File: src/rtl/squash_ctrl.sv
// squash_ctrl: turns branch/jump invalidation counts into per-stage valid bits,
// with an exception kill and a saturating squashed-fetch counter.
module squash_ctrl #(
    parameter int NSTAGE = 5,
    parameter int CW     = 3,
    parameter int KDEPTH = 3,
    parameter int SCW    = 16
) (
    input  logic              clk,
    input  logic              reset,
    input  logic              stall,
    input  logic              kill,
    input  logic [CW-1:0]     inv_req,
    input  logic              fetch_vld,
    output logic [NSTAGE-1:0] stage_vld,
    output logic              squash,
    output logic [CW-1:0]     remain,
    output logic              busy,
    output logic [SCW-1:0]    sq_count
);
    localparam logic [NSTAGE-1:0] KMASK = {NSTAGE{1'b1}} << KDEPTH;
    logic [CW-1:0]     r_cnt;
    logic [NSTAGE-1:0] r_vld;
    logic [SCW-1:0]    r_sq;
    logic [CW-1:0]     w_eff;
    logic              w_nz;
    logic              w_in;
    logic [NSTAGE-1:0] w_shift;
    logic [CW-1:0]     w_next;
    // Requests merge by max so a late short request never truncates a pending one
    assign w_eff   = (r_cnt > inv_req) ? r_cnt : inv_req;
    assign w_nz    = w_eff != '0;
    assign w_in    = fetch_vld && !w_nz;
    assign w_shift = {r_vld[NSTAGE-2:0], w_in};
    assign w_next  = squash ? w_eff - CW'(1) : (fetch_vld ? '0 : w_eff);
    assign squash  = !kill && !stall && fetch_vld && w_nz;
    assign busy    = r_cnt != '0;
    assign remain  = r_cnt;
    assign stage_vld = r_vld;
    assign sq_count  = r_sq;
    always_ff @(posedge clk) begin
        if (reset) begin
            r_cnt <= '0;
            r_vld <= '0;
            r_sq  <= '0;
        end else if (kill) begin
            r_cnt <= '0;
            r_vld <= (stall ? r_vld : w_shift) & KMASK;
        end else if (stall) begin
            r_cnt <= w_eff;
        end else begin
            r_cnt <= w_next;
            r_vld <= w_shift;
            if (squash && r_sq != '1)
                r_sq <= r_sq + SCW'(1);
        end
    end
endmodule

File: config.mk
export PLATFORM = sky130hd
export DESIGN_NAME = squash_ctrl
export DESIGN_NICKNAME = d
export VERILOG_FILES = /design/src/rtl/squash_ctrl.sv
export SDC_FILE = /design/constraint.sdc
export NUM_CORES = 1
export LEC_CHECK = 0
export BUFFER_PORTS_ARGS = -buffer_cell sky130_fd_sc_hd__buf_2
export CAP_MARGIN = 0
export CELL_PAD_IN_SITES_DETAIL_PLACEMENT = 1
export CELL_PAD_IN_SITES_GLOBAL_PLACEMENT = 2
export CORE_ASPECT_RATIO = 1.2
export CORE_MARGIN = 2
export CORE_UTILIZATION = 30
export CTS_CLUSTER_DIAMETER = 40
export DETAILED_ROUTE_END_ITERATION = 10
export PLACE_DENSITY_LB_ADDON = 0.2
export REMOVE_ABC_BUFFERS = 1
export SLEW_MARGIN = 20
export SYNTH_ARGS = -nofsm -noshare
export SYNTH_HDL_FRONTEND = slang
export SYNTH_SLANG_ARGS = --single-unit
export TNS_END_PERCENT = 100
File: constraint.sdc
create_clock -name clk -period 3.9 [get_ports clk]
set_clock_uncertainty 0.15 [all_clocks]
set_input_delay 0.39 -clock clk [delete_from_list [all_inputs] [get_ports clk]]
set_output_delay 0.39 -clock clk [all_outputs]
set_load 0.02 [all_outputs]
==> After elaboration in Yosys (flattened, before gate mapping) <==
Index checks and enable logic that the tools add are counted.
{ "classes": {"add_sub_neg": 2, "multipliers": 0, "n_div": 0, "magnitude_cmp": 1, "eq_ne": 1, "shift": 0, "n_mux": 5, "bitwise_logic": 2, "n_reduce_logical": 12} }
{ "ops": {"columns": ["operator", "count"], "rows": [
  ["16-bit by 1-bit adder with 16-bit output, second input constant", 1],
  ["16-bit != test, second input constant", 1],
  ["3-bit 2-to-1 mux", 4],
  ["3-bit nonzero test", 2],
  ["1-bit logical AND", 5],
  ["5-bit 2-to-1 mux", 1],
  ["3-bit > comparator", 1],
  ["1-bit logical NOT", 3],
  ["3-bit AND reduction", 1],
  ["3-bit by 1-bit subtractor with 3-bit output, second input constant", 1],
  ["1-bit NOT", 2],
  ["2-bit OR reduction", 1]
]} }
{ "word_totals": {"regBits": 24, "latch_bits": 0, "ramBits": 0, "rom_bits": 0, "inputBits": 8, "output_inout_bits": 26, "word_cells": 27, "mem_count": 0} }

==> Logic depth before layout (Yosys ltp) <==
{ "logic_depth": {"word_depth": 6, "ltp_mapped": 15, "mapped_depth_nobuf": 14} }

==> Worst setup path before layout <==
Ideal clock, no wire load.
{ "synth_path": {"kind": "input to register", "start": "input port inv_req[2]", "end": "register r_sq[11] (netlist: sq_count[11])", "setup_ns": 0.128, "arrival_ns": 2.999, "required_ns": 3.622, "slack_ns": 0.624, "stages": 14, "path_buffers": 1, "cell_sequence": "inv_1 -> ha_1 -> nand2_1 -> o21ai_0 -> nand2_1 -> mux2i_1 -> ha_1 -> ha_1 -> or4b_4 -> buf_6 -> nor4_4 -> nand4_1 -> xor2_1 -> nor2_1"} }
{ "synth_between": {"elab_chain_cells": 6} }
{ "synth_rtl": {"columns": ["item", "line_no", "rtl"], "rows": [
  ["start, declared", "13", "input logic [CW-1:0] inv_req,"],
  ["3-bit > comparator", "31", "assign w_eff = (r_cnt > inv_req) ? r_cnt : inv_req;"],
  ["3-bit 2-to-1 mux *", "31", null],
  ["3-bit nonzero test *", "32", "assign w_nz = w_eff != '0;"],
  ["1-bit logical AND *", "36", "assign squash = !kill && !stall && fetch_vld && w_nz;"],
  ["1-bit logical AND *", "54", "if (squash && r_sq != '1)"],
  ["3-bit AND reduction (no source line) *", null, null],
  ["end signal, assigned", "55", "r_sq <= r_sq + SCW'(1);"],
  ["end, declared", "24", "logic [SCW-1:0] r_sq;"]
]} }
Mark *: on every way between the ends. The rest lies on a longest branch, timed or not.
A chain may end at the register's enable or synchronous reset.

==> Final worst setup path <==
{ "layout_path": {"start": "register r_cnt[2] (netlist: remain[2])", "end": "output port squash"} }
{ "layout_between": {"elab_chain_cells": 4} }
{ "layout_rtl": {"columns": ["item", "line_no", "rtl"], "rows": [
  ["start, declared", "22", "logic [CW-1:0] r_cnt;"],
  ["start signal, assigned", "50", "r_cnt <= w_eff;"],
  ["start signal, assigned", "52", "r_cnt <= w_next;"],
  ["3-bit > comparator", "31", null],
  ["3-bit 2-to-1 mux *", "31", null],
  ["3-bit nonzero test *", "32", null],
  ["1-bit logical AND *", "36", null],
  ["end, declared", "16", "output logic squash,"]
]} }
Marks and branches as above.

==> impl_metrics.yaml <==
worst_hold_path:
  min_from: "kill"
  hold_path.class: "in -> reg"
synth:
  ys_types: 31
  yosysTopAreaCell: "dfxtp_1"
  avgSynthCellArea_um2: 8.91
  synthCells: 137
  ys_ff_latch: 24
  yosysWarnings: 0
  yosysTopAreaCellShare_pct: 39.3
  yosysSeqAreaShare_pct: 39.3
  syn-cell-area_um2: 1220
  synth_area_leaders: "dfxtp_1 (39%), mux2i_1 (6.6%), ha_1 (6.1%), nor2_1 (5.8%), nand4_1 (4.6%)"
timing:
  maxSlewHeadroom_pct: 51.4
  setup-tns-final_ps: 0
  period_minus_slack_ps: 3550
  drv_slew: 0
  period_share_pct: 91.0
  hold_viol: 0
  rsz0062_at_grt: "false"
  tightest_slew_ps: 722
  max_freq_mhz: 282
  setup_viol: 0
drt:
  ant_nets: 0
  vias_per_cell: 5.01
  wl_per_cell_um: 13.2
  vias: 1122
  drc: 0
  wl_um: 2950
  drt-initial-drc-count: 23
  dr.pass1.iters: 4
clock_tree:
  root_buffer: "clkbuf_8"
  cts_sinks: 24
  htree_num_levels: 1
  clock_latency_ps: 270
  cts_buffer_depth: 2
  cts_tree: "done"
  cts_made_buffers: 3
  cts_resized: 0
  cts_hold_buffers: 0
  post_cts_buffers: 0
  clk_pin_slew_worst_paths_ps: 90
power_and_ir_drop:
  p_leak_nw: 0.680
  ir_worst_vdd_v: 0.000151
  cellPowerDensity_nw_per_um2: 345
setup_path:
  worstPathRequired_ps: 3360
  startpoint_type: "register"
  critPathMaxFanout: 8
  end_kind: "output port"
  crit_arrival_ps: 3010
  rr_startpoint: "remain[2]$_SDFF_PP0_"
  path_class: "reg -> out"
  rrSetupSlack_ps: 510
  cp-startpoint: "remain[2]$_SDFF_PP0_"
layout:
  fillCellCount: 492
  final_nets: 185
  layout_commonest_cell: "buf_2"
  final_cell_area_um2: 1490
  regArea_um2: 480
  drive_gt1_share_pct: 24.1
  multi_input_area_um2: 691
  diodes: 0
  layout_common_cells: "buf_2 (33), dfxtp_1 (24), nor2_1 (19), nand2_1 (10), nand4_1 (9)"
  area_delta_synth_final_pct: 22.3
global_route:
  overflow: 0
  grt_pass1_wl_um: 4970
  grt_max_degree: 22
  grt_usage_pct: 13.7
  grt_pass1_vias: 1095
  grt_antenna_before_repair: 0
floorplan:
  num_io_pins: 34
  initial_core_util_pct: 31.2
  fp.coreArea_um2: 3910
  die_w_um: 62.2
  die_y_um: 73.9
  num_rows: 25
  die_area_um2: 4600
run:
  cap_viol_max_count: 0
placed_design:
  hpwl_um: 2310
  portBuffers: 33
  gp_congestion: 0.726
  placed_area_um2: 1420
status:
  status: "complete, no violations"
-- final cells by class --
cell class | instances | area share [%]
Multi-Input combinational cell | 104 | 46.2
Sequential cell | 24 | 32.2
Timing Repair Buffer | 33 | 11.1
Tap cell | 54 | 4.52
Clock buffer | 3 | 2.76
Clock inverter | 1 | 2.01
Inverter | 5 | 1.26
-- cells in the mapped netlist --
library cell  count
and2_1            3
or3_1             1
or4_1             1
inv_1             5
buf_6             2
ha_1              6
nor2_1           19
a31oi_1           1
and3_1            3
nand2_1          10
nand4_1           9
mux2i_1           8
o21ai_0           4
nor4_4            1
a311oi_1          3
or4b_4            1
nand3_1           5
xnor2_1           6
and4_1            1
nor4_1            1
nor2b_1           1
dfxtp_1          24
o22ai_1           2
and2_2            1
a21oi_1           5
nor4b_1           1
xor2_1            5
nor3_1            5
buf_2             1
clkbuf_1          1
and4_2            1
-- kinds of logic (layout without fill, tap and decap cells) --
logic type | Yosys count | count (layout) | share of synthesized area, %
compound gates | 15 | 15 | 7.38
xor+xnor | 11 | 11 | 7.89
simple gates | 64 | 64 | 28.6
fa+ha+maj | 6 | 6 | 6.15
flops | 24 | 24 | 39.3
mux | 8 | 8 | 6.56
buf+inv | 9 | 42 | 4.10
-- worst max-delay path, stage by stage (launching register included) --
cell and delay, ps:
dfxtp_1 340, ha_1 320, nand2_1 50, o21ai_0 270
nand2_1 160, mux2i_1 180, ha_1 220, ha_1 210
or4b_4 560, inv_1 220, buf_2 210
-- layer usage --
metal / routed length (um) / vias to the layer above / GRT usage, %
li1: - / 554 / -
met1: 1330 / 546 / 15.3
met2: 1480 / 20 / 26.1
met3: 109 / 2 / 2.30
met4: 29 / 0 / 5.19
met5: 0 / - / 0
-- through the flow --
step / std cells / worst slack, ps / utilization [%] / hold slack [ps] / total power, mW
after floorplan: 133 / 692 / - / 309 / 0.285
after global placement: 220 / 429 / 36.4 / 323 / 0.302
after detailed placement: 220 / 305 / 36.4 / 366 / 0.305
after CTS: 224 / 329 / 38.2 / 176 / 0.527
after global routing: 224 / 82.7 / 38.2 / 185 / 0.543
final: 224 / 353 / 38.2 / 186 / 0.516
-- power breakdown --
part           total (mW)  internal [mW]  leakage (nW)  switching (mW)
Sequential          0.250          0.248         0.194         0.00251
Combinational      0.0486         0.0185         0.451          0.0300
Clock               0.217          0.137        0.0357          0.0803
-- final timing paths --
check / to / depth (start not counted)
setup / recovery: squash / 10
hold / removal: stage_vld[1]$_SDFFE_PP0N_ / 2
hold reg to reg: stage_vld[3]$_SDFFE_PP0N_ / 2
setup reg to reg: sq_count[11]$_SDFFE_PP0P_ / 12
-- sequential cells by signal, indices dropped and copies added (netlist names) --
| register | flops |
|---|---|
| stage_vld | 5 |
| remain | 3 |
| sq_count | 16 |
No activity file was read; power rests on OpenSTA's default activity.
